$ cat src/rtl/muxn_pkg.sv
// Shared definitions for the N-channel selector family: FSM state encoding,
// operating-mode constants and a small range-check helper.
package muxn_pkg;

    typedef enum logic {
        ST_IDLE = 1'b0,
        ST_SCAN = 1'b1
    } state_t;

    localparam logic MODE_MANUAL = 1'b0;
    localparam logic MODE_SCAN   = 1'b1;

    // True when a channel index addresses one of the n implemented channels.
    function automatic logic ch_in_range(input int ch, input int n);
        return ch < n;
    endfunction

endpackage

$ cat src/rtl/muxn.sv
// Combinational N-to-1 selector over a flattened W-bit channel bus.
// An out-of-range select produces zero rather than an undefined value.
module muxn #(
    parameter int N  = 10,
    parameter int W  = 16,
    parameter int SW = $clog2(N)
) (
    input  logic [N*W-1:0] d,
    input  logic [SW-1:0]  s,
    output logic [W-1:0]   y
);

    always_comb begin
        y = '0;
        for (int k = 0; k < N; k++) begin
            if (s == SW'(k)) begin
                y = d[k*W +: W];
            end
        end
    end

endmodule

$ cat src/rtl/muxn_seq.sv
// Sequenced N-channel selector: manual single-beat capture or a one-shot
// sweep of all channels, presented on a registered valid/ready output.
module muxn_seq
    import muxn_pkg::*;
#(
    parameter int N  = 10,
    parameter int W  = 16,
    parameter int SW = $clog2(N)
) (
    input  logic           clk,
    input  logic           rst,
    input  logic [N*W-1:0] d,
    input  logic           mode,
    input  logic [SW-1:0]  sel,
    input  logic           req,
    input  logic           start,
    input  logic           abort,
    output logic [W-1:0]   y,
    output logic [SW-1:0]  y_ch,
    output logic           y_valid,
    input  logic           y_ready,
    output logic           busy,
    output logic           done,
    output logic           sel_err
);

    state_t        state;
    state_t        state_nxt;
    logic [SW-1:0] ptr;
    logic [SW-1:0] ptr_nxt;
    logic [SW-1:0] cap_ch;
    logic [W-1:0]  mux_y;
    logic          free;
    logic          capture;
    logic          sel_ok;
    logic          done_nxt;
    logic          sel_err_nxt;

    assign free   = !y_valid || y_ready;
    assign sel_ok = ch_in_range(int'(sel), N);
    assign busy   = (state == ST_SCAN);

    muxn #(
        .N (N),
        .W (W)
    ) u_mux (
        .d (d),
        .s (cap_ch),
        .y (mux_y)
    );

    // Abort takes priority over capture so a sweep stops without one extra beat.
    always_comb begin
        state_nxt   = state;
        ptr_nxt     = ptr;
        capture     = 1'b0;
        cap_ch      = sel;
        done_nxt    = 1'b0;
        sel_err_nxt = 1'b0;
        case (state)
            ST_IDLE: begin
                if (mode == MODE_SCAN) begin
                    if (start) begin
                        state_nxt = ST_SCAN;
                        ptr_nxt   = '0;
                    end
                end else if (req && free) begin
                    if (sel_ok) begin
                        capture = 1'b1;
                    end else begin
                        sel_err_nxt = 1'b1;
                    end
                end
            end
            ST_SCAN: begin
                cap_ch = ptr;
                if (abort) begin
                    state_nxt = ST_IDLE;
                    ptr_nxt   = '0;
                    done_nxt  = 1'b1;
                end else if (free) begin
                    capture = 1'b1;
                    if (ptr == SW'(N - 1)) begin
                        state_nxt = ST_IDLE;
                        ptr_nxt   = '0;
                        done_nxt  = 1'b1;
                    end else begin
                        ptr_nxt = ptr + SW'(1);
                    end
                end
            end
            default: begin
                state_nxt = ST_IDLE;
                ptr_nxt   = '0;
            end
        endcase
    end

    // y/y_ch only change on a capture, so a stalled beat stays put even if d moves.
    always_ff @(posedge clk or posedge rst) begin
        if (rst) begin
            state   <= ST_IDLE;
            ptr     <= '0;
            y       <= '0;
            y_ch    <= '0;
            y_valid <= 1'b0;
            done    <= 1'b0;
            sel_err <= 1'b0;
        end else begin
            state   <= state_nxt;
            ptr     <= ptr_nxt;
            done    <= done_nxt;
            sel_err <= sel_err_nxt;
            if (capture) begin
                y       <= mux_y;
                y_ch    <= cap_ch;
                y_valid <= 1'b1;
            end else if (free) begin
                y_valid <= 1'b0;
            end
        end
    end

endmodule

$ cat config.mk
export PLATFORM = sky130hd
export DESIGN_NAME = muxn_seq
export DESIGN_NICKNAME = d
export VERILOG_FILES = /design/src/rtl/muxn_pkg.sv /design/src/rtl/muxn.sv /design/src/rtl/muxn_seq.sv
export SDC_FILE = /design/constraint.sdc
export NUM_CORES = 1
export LEC_CHECK = 0
export CORE_MARGIN = 5
export CORE_UTILIZATION = 40
export DETAILED_ROUTE_END_ITERATION = 16
export GPL_ROUTABILITY_DRIVEN = 0
export PLACE_DENSITY = 0.88
export SLEW_MARGIN = 20
export SYNTH_ARGS = -nofsm -noshare
export SYNTH_HDL_FRONTEND = slang
export SYNTH_SLANG_ARGS = --single-unit
$ cat constraint.sdc
create_clock -name clk -period 5.7 [get_ports clk]
set_input_delay 0.855 -clock clk [delete_from_list [all_inputs] [get_ports clk]]
set_output_delay 0.855 -clock clk [all_outputs]
set_load 0.01 [all_outputs]
Yosys cells after proc, flatten, opt, wreduce, memory -nomap -nowiden
Cells that the tools add are included.
- flip-flop bits (word level): 28
- input port bits: 171
- word-level logic and storage cells: 68
- add/sub/neg operators: 1
- order comparisons: 1
- eq/ne operators: 13
- muxes and demuxes: 39
- bitwise operators: 1
- reductions and logical operators: 6
- operator list (operator ; count):
    $mux W16 ; 10
    $mux W4 ; 6
    $mux W1 ; 20
    $eq A4 B3 Y1 const B ; 4
    $eq A4 B4 Y1 const B ; 3
    $eq A4 B2 Y1 const B ; 2
    $pmux W4 S2 ; 1
    $add A4 B1 Y4 const B ; 1
    $eq A4 B1 Y1 const B ; 1
    $logic_not A4 Y1 ; 1
    $lt A4 B4 Y1 const B ; 1
    $ne A2 B2 Y1 const B ; 2
    $pmux W1 S2 ; 2
    $ne A3 B2 Y1 const B ; 1
    $reduce_and A3 Y1 ; 1
    $reduce_bool A2 Y1 ; 1
    $logic_and A1 B1 Y1 ; 1
    $logic_not A1 Y1 ; 1
    $logic_or A1 B1 Y1 ; 1
    $not A1 Y1 ; 1

Depth between registers and ports, before layout
- depth after elaboration: 12
- mapped depth: 9
- depth with buffers taken out: 7

Cells and area by module
From an unflattened synthesis, not the netlist that was laid out.
- cell total of the unflattened synthesis: 336
- area total of the unflattened synthesis: 3070.4 um2
- modules (own cells, without submodules) (module ; instances ; cells each ; area an instance (um2)):
    muxn ; 1 ; 246 ; 1727.9
    muxn_seq ; 1 ; 90 ; 1342.5

Worst setup path after synthesis
No wires, ideal clock.
- path kind: input-to-reg
- start: input sel[2]
- end: register y[10]
- setup time: 0.130 ns
- arrival time: 2.259 ns
- setup slack: 3.312 ns
- stages on the path: 7
- path buffers: 2
- cells stage by stage: nor4b_2 -> nor2_2 -> or4_1 -> buf_2 -> buf_6 -> o22ai_2 -> a21oi_1
- longest elaborated chain between the ends: 12
- ends and longest elaborated chain (item ; line ; source):
    start: declaration ; muxn_seq.sv:14 ; input logic [SW-1:0] sel,
    $mux W4 ; muxn_seq.sv:60 ; case (state)
    $logic_not A4 Y1 ; muxn.sv:16 ; if (s == SW'(k)) begin
    $mux W16 (10 in series) ; muxn.sv:16 ;
    end signal: assignment ; muxn_seq.sv:115 ; y <= mux_y;
    end: declaration ; muxn_seq.sv:18 ; output logic [W-1:0] y,
Parallel ways exist; a longest one is shown, timed or not.
A chain may end at the register's enable or synchronous reset.

Final worst setup path
- start: input sel[0]
- end: register y[14]
The elaborated chain is that of the path after synthesis.

==> impl_summary.log <==
INFO  metric status = completed
INFO  metric crit_arrival = 3.41 ns
INFO  metric cp_max_fo = 40
INFO  metric antenna_left = 0
INFO  metric cts_tree = done
INFO  metric crit_type = input pin to flop
INFO  metric share_clk_of_total_power = 10.0%
INFO  metric drt-initial-drc-count = 462
INFO  metric die_width = 96.6 microns
INFO  metric worst_r2r_endpoint = y[14]
INFO  metric post_synth.cell_area_avg = 7.38 sq um
INFO  metric reg2regPathDepth = 6
INFO  metric final_nets = 748
INFO  metric route.detailed.wl_per_inst = 20.9 microns
INFO  metric hold_violations = 0
INFO  metric setup_viol_count_final = 0
INFO  metric dr.pass1.iters = 6
INFO  metric switch_share = 44.2%
INFO  metric capturing_element_type_of_the_critical_path = flop
INFO  metric initial_util = 41.1%
INFO  metric place.detailed.hpwl = 10.9 mm
INFO  metric layout_common_cells = clkdlybuf4s50_1, nor2_1, nand2_1, mux2i_1, o221ai_1
INFO  metric cts_root_buf = clkbuf_8
INFO  metric timing.final.crit_share = 57.0%
INFO  metric cells_along_the_critical_path = clkdlybuf4s50_1, mux2_2, buf_4, mux2i_1, o22ai_1, o221ai_1, a21oi_1
INFO  metric postSynthNetCount = 579
INFO  metric floorplan.rows = 31
INFO  metric sequential_to_total_area_share_from_yosys_stat = 23.4%
INFO  metric ios = 195
INFO  metric synth.cell_area = 3000 sq um
INFO  metric combPwrFrac = 66.3%
INFO  metric setup_slack = 2.45 ns
INFO  metric filler_cell_count = 591
INFO  metric async_flop_share = 100%
INFO  metric cts_hold_buffers = 0
INFO  metric via_count = 4100
INFO  metric timing.final.max_slew_violations = 0
INFO  metric min_period = 3.25 ns
INFO  metric worstSetupStartpointType = input pin
INFO  metric critical-path-max-stage-delay = 0.76 ns
INFO  metric clkLatencyLatePin = 0.28 ns
INFO  metric synth.distinct_cells = 45
INFO  metric fp.dieArea = 9330 sq um
INFO  metric via_per_inst = 6.09
INFO  metric worst-endpoint-required = 5.86 ns
INFO  metric ctsHtreeMaxLevel = 1
INFO  metric max_cap_violations = 0
INFO  metric finalSetupTns = 0 ns
INFO  metric power.sequential.fraction = 23.7%
INFO  metric synth_seq_cells = 28
INFO  metric postCtsResizedCells = 0
INFO  metric die_y = 96.6 microns
INFO  metric cts_made_buffers = 3
INFO  metric hold_end = y_ch[0]
INFO  metric holdPathStages = 2
INFO  metric gr-usage-all-layers = 28.5%
INFO  metric internal_power = 0.000897 W
INFO  metric grt_first_pass_wirelength = 20.5 mm
INFO  metric max-clock-path-buffers = 2
INFO  metric pwr_dens = 319 nW/um^2
INFO  metric grt_setup_unrepaired = no
INFO  metric clk_transition_reported_paths = 0.10 ns
INFO  metric critPathTopFamily = buffers and inverters
INFO  metric port_buffers = 194
INFO  metric slew-limit-headroom = 26.0%
INFO  metric cp_slowest_cell = mux2_2
INFO  metric r2r_setup_slk = 2.57 ns
INFO  metric clock_skew = 0.00246 ns
INFO  metric totalWireLength = 14.1 mm
INFO  metric overflow = 0
INFO  metric yosysWarnings = 0
INFO  metric static-leakage-power = 1.94 nW
INFO  metric post-cts-setup-buffer-count = 0
INFO  metric ys.flop_type = dfrtp_1
INFO  metric most_common_library_cell_in_the_layout_ignoring_fill_and_taps = clkdlybuf4s50_1
INFO  metric hold_path.class = flop to flop
INFO  metric synth_enable_flop_cells = 0
INFO  metric max_slew.worst_pin.slew = 1.10 ns
INFO  metric initial_antenna_violation_count = 0
INFO  metric core-area = 7290 sq um
INFO  metric via_count_of_the_first_global_routing_pass = 3967
INFO  metric critical_path_buf_inv_count = 2
INFO  metric placement.setup.worst_slack = 2.16 ns
INFO  metric grt_start_max_net_pins = 41
INFO  metric max_clock_freq = 0.308 GHz
INFO  metric areaGrowthSynthToFinish = 68.0%
INFO  metric drc_violations_left = 0
INFO  metric worst_r2r_startpoint = busy
INFO  metric final_layout_size_suffix_gt1_share = 5.40%
INFO  metric diodes = 0
INFO  metric min_from = y_ch[0]
INFO  metric synthCells = 406
INFO  metric reported_net_switching_power = 0.000711 W
INFO  metric cts.sink_count = 28
INFO  metric vdd_ir_drop_max = 237 uV
## metal layers
metal | track usage, % | vias to the layer above | wire length [microns]
met1 | 34.3 | 1894 | 4920
met3 | 9.37 | 50 | 2110
met2 | 47.0 | 311 | 6470
li1 | - | 1845 | -
met4 | 11.0 | 0 | 555
met5 | 0 | - | 0
## worst max-delay path by stage
stage                     startpoint     to  slack, ns  cells past startpoint
after CTS                     sel[0]  y[14]       2.47                      7
after global placement        sel[0]  y[13]       2.24                      7
after global routing          sel[0]  y[14]       2.32                      7
after detailed placement      sel[0]  y[14]       2.16                      7
final                         sel[0]  y[14]       2.45                      7
after floorplan               sel[2]  y[10]       3.31                      7
## power by group through the flow
stage	logic [W]	registers, W	clock network, W
global route	0.00115	0.000388	0.000170
floorplan	0.000600	0.000371	0
CTS	0.00105	0.000376	0.000162
global placement	0.00101	0.000379	0
finish	0.00107	0.000381	0.000161
detailed placement	0.00105	0.000376	0
## cells in the mapped netlist (2+ instances only)
| master | count | area [sq um] |
|---|---|---|
| xnor2_1 | 2 | 17.5 |
| a211oi_1 | 3 | 22.5 |
| nor2_1 | 77 | 289 |
| o21a_1 | 15 | 113 |
| buf_2 | 14 | 70.1 |
| o22ai_1 | 19 | 119 |
| clkbuf_1 | 19 | 71.3 |
| o21ai_0 | 21 | 105 |
| a21oi_1 | 24 | 120 |
| mux2i_1 | 33 | 330 |
| ha_1 | 2 | 25.0 |
| o211a_1 | 3 | 30.0 |
| dfrtp_1 | 28 | 701 |
| nor3_1 | 4 | 20.0 |
| nand2b_1 | 5 | 31.3 |
| o22ai_2 | 10 | 125 |
| or2_2 | 2 | 12.5 |
| o221ai_1 | 30 | 263 |
| nor3b_1 | 4 | 30.0 |
| nor4_1 | 2 | 12.5 |
| inv_1 | 5 | 18.8 |
| a31oi_1 | 14 | 87.6 |
| nand2_1 | 44 | 165 |
| o2bb2ai_1 | 2 | 17.5 |
| nor2b_1 | 2 | 12.5 |
| o21ai_1 | 3 | 15.0 |
## through the flow
stage               cells  hold WS [ns]  utilization, %  instance area [sq um]  total power, W
CTS                   673         0.505            69.0                   5030         0.00159
global placement      669         0.474            68.1                   4960         0.00139
global route          673         0.527            69.1                   5040         0.00170
detailed placement    669         0.476            68.1                   4960         0.00142
finish                673         0.503            69.1                   5040         0.00161
floorplan             406         0.516               -                   3000        0.000971
## cells by family after synthesis
group	synth area share [%]
and+or+nand+nor	22.1
AOI/OAI and AO/OA	34.4
buffers and inverters	6.14
muxes	12.2
DFF	23.4
xor gates and xnor gates	0.877
adders and majority gates	0.835
## state kept, by name (all words and copies together), names as in the netlist
name	cells
busy	1
ptr	4
done	1
y_ch	4
y	16
y_valid	1
sel_err	1
## area by class of cell
class	count	area (sq um)	share of cell area, %
Timing Repair Buffer	200	1990	39.4
Multi-Input combinational cell	337	2140	42.4
Clock buffer	3	41.3	0.820
Inverter	5	18.8	0.373
Sequential cell	28	701	13.9
Clock inverter	1	30.0	0.596
Tap cell	99	124	2.46
## worst reg2reg max path, delay by kind of cell, from the launching register on
family | cells | cell delay [ns]
mux | 2 | 1.12
flops | 1 | 0.90
compound gates | 3 | 0.53
buf+inv | 1 | 0.47
Power figures use the tool's default switching activity.
